### src/rtl/serial_subtractor.sv
// Bit-serial W-bit subtractor (D = A - B, LSB first) built around one full-subtractor cell.
// Define SERSUB_OVF_EN to add the signed-overflow output ovf.
module serial_subtractor #(
  parameter int W = 4
) (
  input  logic         clk,
  input  logic         rst_n,
  input  logic         start,
  input  logic [W-1:0] A,
  input  logic [W-1:0] B,
  output logic         busy,
  output logic         done,
  output logic [W-1:0] D,
  output logic         Bout
`ifdef SERSUB_OVF_EN
  ,
  output logic         ovf
`endif
);

  localparam int CW = $clog2(W + 1);
  localparam logic [CW-1:0] LAST = CW'(W - 1);

  typedef enum logic [1:0] {
    S_IDLE,
    S_RUN,
    S_DONE
  } state_t;

  state_t state_q, state_d;

  logic [W-1:0]  sa_q, sa_d;
  logic [W-1:0]  sb_q, sb_d;
  logic [W-1:0]  d_q, d_d;
  logic [CW-1:0] cnt_q, cnt_d;
  logic          br_q, br_d;
  logic          bout_q, bout_d;

  logic cell_a, cell_b, cell_d, cell_bo;

  // ---------------- FSM: state register ----------------
  // NOTE: sequential state is written only with non-blocking (<=) so every flop
  // samples the pre-edge values, independent of statement order.
  always_ff @(posedge clk or negedge rst_n) begin
    if (!rst_n) state_q <= S_IDLE;
    else        state_q <= state_d;
  end

  // ---------------- FSM: next state ----------------
  always_comb begin
    state_d = state_q;
    unique case (state_q)
      S_IDLE:  if (start) state_d = S_RUN;
      S_RUN:   if (cnt_q == LAST) state_d = S_DONE;
      S_DONE:  state_d = S_IDLE;
      default: state_d = S_IDLE;
    endcase
  end

  // ---------------- FSM: outputs ----------------
  always_comb begin
    busy = (state_q != S_IDLE);
    done = (state_q == S_DONE);
  end

  // ---------------- full-subtractor cell ----------------
  assign cell_a  = sa_q[0];
  assign cell_b  = sb_q[0];
  assign cell_d  = cell_a ^ cell_b ^ br_q;
  assign cell_bo = (~cell_a & cell_b) | (~(cell_a ^ cell_b) & br_q);

`ifdef SERSUB_OVF_EN
  logic sa_msb_q, sa_msb_d;
  logic sb_msb_q, sb_msb_d;
  logic ovf_q, ovf_d;
`endif

  // ---------------- datapath next-state ----------------
  always_comb begin
    // NOTE: every variable gets a hold default up front, so branches that do not
    // assign it cannot infer a latch.
    sa_d   = sa_q;
    sb_d   = sb_q;
    d_d    = d_q;
    cnt_d  = cnt_q;
    br_d   = br_q;
    bout_d = bout_q;
`ifdef SERSUB_OVF_EN
    sa_msb_d = sa_msb_q;
    sb_msb_d = sb_msb_q;
    ovf_d    = ovf_q;
`endif
    unique case (state_q)
      S_IDLE: begin
        if (start) begin
          sa_d  = A;
          sb_d  = B;
          br_d  = 1'b0;
          cnt_d = '0;
          d_d   = '0;
`ifdef SERSUB_OVF_EN
          sa_msb_d = A[W-1];
          sb_msb_d = B[W-1];
`endif
        end
      end
      S_RUN: begin
        sa_d       = sa_q >> 1;
        sb_d       = sb_q >> 1;
        d_d        = d_q >> 1;
        d_d[W-1]   = cell_d;
        br_d       = cell_bo;
        cnt_d      = cnt_q + CW'(1);
        if (cnt_q == LAST) begin
          bout_d = cell_bo;
`ifdef SERSUB_OVF_EN
          // Signed overflow: operands of differing sign and result sign differs from A.
          ovf_d = (sa_msb_q != sb_msb_q) && (cell_d != sa_msb_q);
`endif
        end
      end
      default: ;
    endcase
  end

  // ---------------- datapath registers ----------------
  // NOTE: this block holds only control/datapath flops (no memory arrays), so all
  // of them take the async reset and an aborted operation leaves no residue.
  always_ff @(posedge clk or negedge rst_n) begin
    if (!rst_n) begin
      sa_q   <= '0;
      sb_q   <= '0;
      d_q    <= '0;
      cnt_q  <= '0;
      br_q   <= 1'b0;
      bout_q <= 1'b0;
    end else begin
      sa_q   <= sa_d;
      sb_q   <= sb_d;
      d_q    <= d_d;
      cnt_q  <= cnt_d;
      br_q   <= br_d;
      bout_q <= bout_d;
    end
  end

`ifdef SERSUB_OVF_EN
  always_ff @(posedge clk or negedge rst_n) begin
    if (!rst_n) begin
      sa_msb_q <= 1'b0;
      sb_msb_q <= 1'b0;
      ovf_q    <= 1'b0;
    end else begin
      sa_msb_q <= sa_msb_d;
      sb_msb_q <= sb_msb_d;
      ovf_q    <= ovf_d;
    end
  end

  assign ovf = ovf_q;
`endif

  assign D    = d_q;
  assign Bout = bout_q;

endmodule

### config.mk
export PLATFORM = sky130hd
export DESIGN_NAME = serial_subtractor
export DESIGN_NICKNAME = d
export VERILOG_FILES = /design/src/rtl/serial_subtractor.sv
export SDC_FILE = /design/constraint.sdc
export NUM_CORES = 1
export LEC_CHECK = 0
export ABC_CLOCK_PERIOD_IN_PS = 1800
export BUFFER_PORTS_ARGS = -buffer_cell sky130_fd_sc_hd__buf_2
export CORE_UTILIZATION = 50
export CTS_CLUSTER_DIAMETER = 150
export DETAILED_ROUTE_END_ITERATION = 6
export MAX_ROUTING_LAYER = met4
export PLACE_DENSITY = 0.75
export SETUP_SLACK_MARGIN = 0.4
export SYNTH_ARGS = -nofsm -noshare
export SYNTH_HDL_FRONTEND = slang
export SYNTH_SLANG_ARGS = --single-unit
### constraint.sdc
create_clock -name clk -period 1.8 [get_ports clk]
set_clock_uncertainty 0.15 [all_clocks]
set_input_delay 0.54 -clock clk [delete_from_list [all_inputs] [get_ports clk]]
set_output_delay 0.54 -clock clk [all_outputs]
set_load 0.01 [all_outputs]
# [After elaboration in Yosys (flattened, before gate mapping)]
# Cells that the tools add are included.
[classes] eq_ne=5 add_sub_neg=1 bitwise=7 reduce_logical=6 n_mux=13
[op_table] operator="$pmux 4 s2" count=3
[op_table] operator="$mux 4" count=3
[op_table] operator="$pmux 3 s2" count=1
[op_table] operator="$reduce_and 2->1" count=3
[op_table] operator="$mux 2" count=2
[op_table] operator="$ne 2x2->1 const B" count=2
[op_table] operator="$pmux 2 s2" count=1
[op_table] operator="$reduce_bool 2->1" count=2
[op_table] operator="$add 3x1->3 const B" count=1
[op_table] operator="$eq 3x2->1 const B" count=1
[op_table] operator="$mux 3" count=1
[op_table] operator="$and 1x1->1" count=2
[op_table] operator="$eq 2x1->1 const B" count=1
[op_table] operator="$eq 2x2->1 const B" count=1
[op_table] operator="$logic_not 2->1" count=1
[op_table] operator="$not 1->1" count=2
[op_table] operator="$pmux 1 s2" count=1
[op_table] operator="$xor 1x1->1" count=2
[op_table] operator="$mux 1" count=1
[op_table] operator="$or 1x1->1" count=1
[word_totals] out_inout_bits=7 word_cells=39 in_bits=11 regBits=19

# [Depth between registers and ports, before layout]
# Gate-level depths: netlist of the first run.
[logic_depth] depth_word=5 depth_mapped=4 mapped_depth_nobuf=4

# [Least setup slack after synthesis of the first run]
# OpenSTA, ideal clock, no wires.
[synth_path] kind="reg-to-output" startpoint="reg state_q[1]" endpoint="out done" path_buffers=2 t_required_ns=1.110 path_stages_with_launch=4 t_arrival_ns=0.883 slack_ns=0.227 cell_sequence="dfrtp_1 -> buf_4 -> buf_2 -> nor2b_1"
[synth_between] elab_chain_len=1
[synth_rtl] item="start, declared" line_no="30" source="state_t state_q, state_d;"
[synth_rtl] item="start signal, assigned" line_no="46" source="else state_q <= state_d;"
[synth_rtl] item="$eq 2x2->1" line_no="63" source="done = (state_q == S_DONE);"
[synth_rtl] item="end, declared" line_no="12" source="output logic done,"
# No other way between the ends.

# [Worst setup path after layout of the first run]
[layout_path] startpoint="reg state_q[1]" endpoint="out busy"
[layout_between] elab_chain_len=1
[layout_rtl] item="$reduce_bool 2->1" line_no="62" source="busy = (state_q != S_IDLE);"
[layout_rtl] item="end, declared" line_no="11" source="output logic busy,"
# No other way between the ends.

==> reports/metrics.cfg, run 1 <==
[drt]
vias = 763
dr.pass1.iters = 4
vias_per_cell = 5.61
wl_per_cell_um = 17.0
drc = 0
wl_um = 2320
drt_iter0_markers = 7
ant_nets = 0

[clock_network]
clock_path_buffers = 2
cts_tree = done
clkSlewWorstSetupHoldPaths_ns = 0.12
htreeDepth = 1
cts_made_buffers = 3
hold_buffers = 0
insertion_delay_ns = 0.30
clock_sinks = 19
root_buffer = clkbuf_4

[worst_setup_path]
max_stage_delay_ns = 0.44
end_kind = output pin
cpMaxStageDelayCell = dfrtp_1
crit_chain = or2_4, buf_6
required_ns = 1.11
crit_type = reg -> out
critPathLaunchType = flip-flop
crit_path_max_fanout = 2
arrival_ns = 1.13

[logic_synthesis]
synthesis.area_um2 = 988
synth_top_area_cell = dfrtp_1
async_reset_ff_share_pct = 100
ys_seq_area_share_pct = 48.1
synthCells = 80
synth_common_cells = dfrtp_1, inv_1, a22o_1
synth_edf_count = 0
ys.flop_type = dfrtp_1
avgSynthCellArea_um2 = 12.4
synth_top_area_share_pct = 48.1
ys_ff_latch = 19
synth_warnings = 0
synthTopCellsByArea = dfrtp_1, nor4b_2, a22o_1
synthesis.nets = 94
ys_types = 27
yosysMostFrequentCell = dfrtp_1

[sta]
final_hold_viol_count = 2
relSlewSlack_pct = 71.6
fin_crit_sh_pct = 101
rsz0062_at_grt = yes
setup_viol = 1
whs_ns = -0.000767
fmax_mhz = 551
setup_ws_ns = -0.0161
layout_min_cycle_time_ns = 1.82
finalSetupTns_ns = -0.0161
finalMaxSlewViolations = 0
worst_pin_slew_ns = 0.426

[pwr]
p_leak_uw = 0.000651
switching_share_pct = 38.4
switching_power_uw = 900
p_seq_share_pct = 30.6
pwr-share-comb_pct = 60.0
power_per_cell_area_nw_per_um2 = 1700
ir_drop_v = 0.000852
clock_power_share_pct = 9.5
p_int_uw = 1450

[global_route]
antenna_found_initial = 0
grt_max_degree = 20
grt_pass1_wl_um = 3310
grt_pass1_vias = 755
grt-ovfl-total = 0
track_usage_pct = 23.8

[die]
rows = 15
dieArea_um2 = 2160
core-area_um2 = 1780
io_pins = 18
initial_core_util_pct = 55.4
die_x_um = 46.5
die_h_um = 46.5

[finish]
diodes = 0
layout.nets = 126
design_area_um2 = 1380
syn_to_final_growth_pct = 39.6
drive_above_1_share_pct = 56.8
postLayoutCoreUtil_pct = 77.4

[placement]
dp_hpwl_um = 1180
pre_cts_ws_ns = 0.277
port_buffers = 17
dpl-instance-area_um2 = 1080
gp_congestion = 0.709

[flow_run]
maxCapViolations = 0

[run_status]
violations = hold timing, setup timing
status = complete, but fails checks

[hold_path]
min_path_type = in -> async

[critical path: cells and delay by family, from the launching register on]
kind                   cells  cell delay, ns
buffers and inverters      1            0.12
and+or+nand+nor            1            0.26
DFF                        1            0.44
[cells by family (layout without fill, tap and decap cells)]
logic type,after synthesis,count (layout),synth area share (%)
adders and majority gates,3,3,4.56
buffers and inverters,18,48,10.1
AOI/OAI and AO/OA,18,19,18.0
muxes,2,2,2.03
DFF,19,19,48.1
and+or+nand+nor,20,20,17.2
[placed cells by master (no fill, tap or decap)]
master     synthesis  layout
dfrtp_1           19      19
buf_2              2      14
inv_1             11      11
buf_4              2       9
buf_6              3       8
nor4b_2            4       5
a22o_1             5       5
nor3b_2            0       3
a211oi_2           3       3
a221oi_2           1       3
nand2_1            3       3
clkbuf_4           0       3
nor2b_4            1       2
o21bai_4           1       2
mux2i_1            2       2
o22ai_2            0       2
nand2b_1           3       2
ha_1               2       2
or2_4              0       1
nor4b_4            0       1
nand2b_4           0       1
o21ba_4            0       1
nand3b_1           1       1
o2bb2ai_2          0       1
or2_1              2       1
o221ai_2           0       1
a21oi_1            1       1
fa_1               1       1
clkinv_2           0       1
buf_16             0       1
buf_12             0       1
[worst paths after layout]
kind,to,cells past startpoint,slack [ns],start
min in group clk,cnt_q[0],1,0.34,cnt_q[0]
worst min-delay path,cnt_q[2],1,-0.0008,rst_n
worst max-delay path,busy,2,-0.02,state_q[1]
worst max register to register,sb_q[0],6,0.12,state_q[1]
worst min register to register,cnt_q[0],1,0.34,cnt_q[0]
max in group asynchronous,sb_q[3],1,1.19,rst_n
[power by group through the flow]
stage / Sequential (µW) / Combinational, µW / Clock [µW]
floorplan: 724 / 782 / 0
global placement: 730 / 878 / 0
detailed placement: 738 / 902 / 0
CTS: 700 / 1190 / 221
global route: 737 / 1510 / 244
finish: 717 / 1410 / 222
[metal layers]
layer / vias up / share of wire [%] / GRT usage, %
met5: - / 0 / -
met4: 0 / 2.1 / 13.5
met3: 6 / 5.0 / 5.10
met2: 23 / 53 / 37.5
met1: 384 / 40 / 27.8
li1: 350 / - / -
[state kept, by name, summed over array words and instances, names as in the netlist]
| name | flops |
|---|---|
| sb_q | 4 |
| cnt_q | 3 |
| state_q | 2 |
| br_q | 1 |
| sa_q | 4 |
| Bout | 1 |
| D | 4 |
[cell type report]
| type | instances | area [µm²] |
|---|---|---|
| inverters | 11 | 41.3 |
| well taps | 25 | 31.3 |
| flip-flops and latches | 19 | 475 |
| fillers | 100 | 403 |
| multi-input cells | 44 | 529 |
| clock buffers | 3 | 22.5 |
| repair buffers | 33 | 275 |
| clock inverters | 1 | 5.00 |
[timing repair]
item / in CTS / in global routing
pin swaps: 3 / 8
cloned: 2 / 0
gates resized for setup: 11 / 16
setup buffers: 8 / 4
endpoints found under the setup margin: 12 / 25
[through the flow]
stage | power, µW | std cells
finish | 2350 | 136
CTS | 2110 | 132
global route | 2490 | 136
global placement | 1610 | 118
detailed placement | 1640 | 118
floorplan | 1510 | 80
(Power assumes the default switching activity.)
==> inputs of run 2 (changes only) <==
==> constraint.sdc (replaced) <==
create_clock -name clk -period 1.8 [get_ports clk]
set_clock_uncertainty 0.15 [all_clocks]
set_input_delay 0.54 -clock clk [delete_from_list [all_inputs] [get_ports clk]]
set_output_delay 0.54 -clock clk [all_outputs]
set_load 0.005 [all_outputs]
==> reports/metrics.cfg, run 2 (synthesis gave the netlist of run 1 again) <==
[run_status]
status = complete, but fails checks
violations = setup timing

[finish]
final_common_cell = dfrtp_1
fillers = 126
diodes = 0
stdcell_count = 136
drive_above_1_share_pct = 50.5
final_cell_mix = dfrtp_1, buf_2, buf_4
multi_input_area_um2 = 498
seqCellArea_um2 = 475
layout.nets = 126
syn_to_final_growth_pct = 32.7

[global_route]
grt_pass1_wl_um = 3100
antenna_found_initial = 0
grt-ovfl-total = 0
track_usage_pct = 21.7
grt_max_degree = 20
grt_pass1_vias = 686

[die]
initial_core_util_pct = 55.4
rows = 15
core-area_um2 = 1780
io_pins = 18
die_h_um = 46.5
die_x_um = 46.5
dieArea_um2 = 2160

[placement]
gp_congestion = 0.791
port_buffers = 17
dp.cells = 118
dp_hpwl_um = 1230

[clock_network]
htreeDepth = 1
hold_buffers = 0
clock_path_buffers = 2
root_buffer = clkbuf_4
clkSlewWorstSetupHoldPaths_ns = 0.10
cts_tree = done
clock_sinks = 19
insertion_delay_ns = 0.30
cts_made_buffers = 3

[pwr]
power_per_cell_area_nw_per_um2 = 1680
ir_drop_v = 0.000865
p_leak_uw = 0.000630

[sta]
finalMaxSlewViolations = 0
fmax_mhz = 555
worst_pin_slew_ns = 0.437
rsz0062_at_grt = yes
relSlewSlack_pct = 70.9
setup_ws_ns = -0.00129
finalSetupTns_ns = -0.00129
layout_min_cycle_time_ns = 1.80
fin_crit_sh_pct = 100
final_hold_viol_count = 0
setup_viol = 1

[worst_setup_path]
max_stage_delay_ns = 0.43
cpMaxStageDelayCell = dfrtp_1
crit_type = reg -> out
arrival_ns = 1.11
end_kind = output pin
critPathLaunchType = flip-flop
crit_chain = or2_4, buf_6
required_ns = 1.11
crit_path_max_fanout = 3

[drt]
drt_iter0_markers = 16
ant_nets = 0
dr.pass1.iters = 4
wl_um = 2100
vias_per_cell = 5.47
drc = 0
wl_per_cell_um = 15.4
vias = 744

[flow_run]
maxCapViolations = 0

[hold_path]
min_path_type = in -> async

-- run 2: path summary, 6_finish.rpt --
kind | start | to | slack [ns] | depth (start not counted)
max in group asynchronous | rst_n | D[2] | 1.18 | 1
hold reg to reg | sa_q[3] | sa_q[3] | 0.36 | 1
setup / recovery | state_q[0] | busy | -0.001 | 2
hold / removal | rst_n | state_q[0] | 0.02 | 1
min in group clk | A[3] | sa_q[3] | 0.34 | 3
setup reg to reg | state_q[0] | sa_q[1] | 0.40 | 5
-- run 2: area by class of cell --
type	instances	area share [%]
multi-input cells	44	38.0
clock buffers	4	2.00
well taps	25	2.39
repair buffers	33	18.2
flip-flops and latches	19	36.3
inverters	11	3.15
-- run 2: timing repair --
item / 4_1_cts / 5_1_grt
endpoints found under the hold margin: 0 / 0
cloned: 1 / 0
buffers inserted: 7 / 6
setup endpoints to repair: 10 / 20
pin swaps: 0 / 5
resized for setup: 5 / 13
-- run 2: power breakdown --
part           switching, µW  internal (µW)  leakage, µW
clock network            130           86.4    0.0000150
registers               97.8            616     0.000236
logic                    583            692     0.000379
total                    811           1400     0.000630
-- run 2: routing by layer --
metal / part of all wire, % / GRT usage, %
met1: 44 / 27.2
met3: 3.2 / 2.35
met4: 1.5 / 11.8
met2: 52 / 33.9
met5: 0 / -
-- run 2: metrics by stage --
step / power [µW] / hold slack, ns / cell area (µm²) / setup WS, ns / utilization, %
floorplan: 1480 / 0.0944 / 1010 / 0.380 / -
global placement: 1590 / 0.319 / 1080 / 0.322 / 60.5
detailed placement: 1620 / 0.331 / 1080 / 0.312 / 60.5
CTS: 1990 / 0.00994 / 1190 / 0.00132 / 67.0
global route: 2370 / 0.0285 / 1310 / -0.0387 / 73.5
finish: 2210 / 0.0167 / 1310 / -0.00129 / 73.5
-- run 2: worst max-delay path: cells and delay by family, from the launching register on --
kind | cells | cell delay (ns)
flip-flops | 1 | 0.43
buffers and inverters | 1 | 0.12
AND/OR/NAND/NOR | 1 | 0.26
==> inputs of run 3 (changes only) <==
--- a/config.mk
+++ b/config.mk
@@ -7,12 +7,14 @@
 export LEC_CHECK = 0
 export ABC_CLOCK_PERIOD_IN_PS = 1800
 export BUFFER_PORTS_ARGS = -buffer_cell sky130_fd_sc_hd__buf_2
-export CORE_UTILIZATION = 50
+export CORE_MARGIN = 2
+export CORE_UTILIZATION = 36
 export CTS_CLUSTER_DIAMETER = 150
 export DETAILED_ROUTE_END_ITERATION = 6
 export MAX_ROUTING_LAYER = met4
-export PLACE_DENSITY = 0.75
+export PLACE_DENSITY = 0.58
 export SETUP_SLACK_MARGIN = 0.4
+export SLEW_MARGIN = 20
 export SYNTH_ARGS = -nofsm -noshare
 export SYNTH_HDL_FRONTEND = slang
 export SYNTH_SLANG_ARGS = --single-unit
==> reports/metrics.cfg, run 3 (synthesis gave the netlist of run 1 again) <==
[run_status]
status = finished clean

[clock_network]
htreeDepth = 1
insertion_delay_ns = 0.29
cts_made_buffers = 3
clkSlewWorstSetupHoldPaths_ns = 0.11
cts_tree = done
clock_sinks = 19
clock_path_buffers = 2
root_buffer = clkbuf_4
hold_buffers = 0

[sta]
relSlewSlack_pct = 71.3
fmax_mhz = 562
setup_viol = 0
fin_crit_sh_pct = 98.9
layout_min_cycle_time_ns = 1.78
rsz0062_at_grt = yes
whs_ns = 0.0141
finalMaxSlewViolations = 0
final_hold_viol_count = 0
worst_pin_slew_ns = 0.431

[drt]
vias = 745
drc = 0
wl_um = 2160
vias_per_cell = 5.17
dr.pass1.iters = 4
drt_iter0_markers = 14
wl_per_cell_um = 15.0
ant_nets = 0

[worst_setup_path]
required_ns = 1.11
crit_chain = or2_4, buf_6
crit_type = reg -> out
path_buf_inv = 1
crit_family = flip-flops
end_kind = output pin
arrival_ns = 1.09
cpMaxStageDelayCell = dfrtp_2
crit_path_max_fanout = 2
critPathLaunchType = flip-flop
max_stage_delay_ns = 0.44

[pwr]
p_leak_uw = 0.000664
switching_power_uw = 848
power_per_cell_area_nw_per_um2 = 1650
p_seq_share_pct = 30.8
p_int_uw = 1460
switching_share_pct = 36.8
ir_drop_v = 0.00121
power.total_uw = 2310
pwr-share-comb_pct = 59.9
clock_power_share_pct = 9.3

[finish]
diodes = 0
syn_to_final_growth_pct = 41.8
seqCellArea_um2 = 477
final_cell_mix = dfrtp_1, buf_2, buf_4
fillers = 238
postLayoutCoreUtil_pct = 52.2
drive_above_1_share_pct = 56.6
layout.nets = 128
stdcell_count = 144
final_common_cell = dfrtp_1
multi_input_area_um2 = 537

[global_route]
track_usage_pct = 14.3
grt_busiest_layer = met2
met2_usage_pct = 23.7
grt_pass1_vias = 741
grt_max_degree = 20
grt_pass1_wl_um = 3450
grtUsageMet1_pct = 17.7
antenna_found_initial = 0
grtUsageMet3_pct = 4.61
grt-ovfl-total = 0

[die]
core-area_um2 = 2690
initial_core_util_pct = 36.8
die_h_um = 56.4
io_pins = 18
rows = 19
dieArea_um2 = 3180
die_x_um = 56.4

[placement]
dp_hpwl_um = 1220
port_buffers = 17
gp_congestion = 0.778
dp.cells = 123

[hold_path]
min_path_type = in -> async

[flow_run]
maxCapViolations = 0

-- run 3: cell type report --
cell class              instances  area share (%)
well taps                      31            2.77
repair buffers                 35            20.0
multi-input cells              44            38.3
clock buffers                   3            1.61
inverters                      11            2.95
flip-flops and latches         19            34.0
clock inverters                 1           0.357
-- run 3: path summary, 6_finish.rpt --
path | from | end | slack, ns | cells past startpoint
min in group clk | A[3] | sa_q[3] | 0.36 | 3
max reg2reg | state_q[1] | sb_q[2] | 0.28 | 5
max in group asynchronous | rst_n | state_q[1] | 1.16 | 1
max | state_q[1] | busy | 0.02 | 2
min | rst_n | cnt_q[2] | 0.01 | 1
min reg2reg | sb_q[3] | sb_q[3] | 0.36 | 2
-- run 3: timing repair --
item,CTS,global route
pin swaps,6,3
cloned,1,1
setup buffers,10,5
setup endpoints to repair,19,25
gates resized for setup,16,10
-- run 3: worst reg2reg max path, cell delays in order, from the launching register on --
cell,delay (ns)
dfrtp_2,0.44
buf_6,0.12
buf_6,0.12
buf_6,0.12
o21bai_4,0.21
a221oi_2,0.26
-- run 3: routing by layer --
layer,vias up,wire length (µm)
met3,2,69
li1,353,-
met1,378,1010
met5,-,0
met2,12,1080
met4,0,5
-- run 3: power groups by stage --
stage	Clock [µW]	Combinational, µW	Sequential, µW
floorplan	0	774	707
global placement	0	847	734
global route	243	1500	732
detailed placement	0	863	740
finish	214	1380	710
CTS	225	1170	711
-- run 3: through the flow --
stage	setup TNS [ns]	worst slack [ns]	instance area (µm²)
5_1_grt	-0.0399	-0.0217	1400
2_1_floorplan	0	0.380	1010
6_report	0	0.0197	1400
4_1_cts	0	0.00840	1280
3_5_place_dp	0	0.263	1080
3_3_place_gp	0	0.276	1080
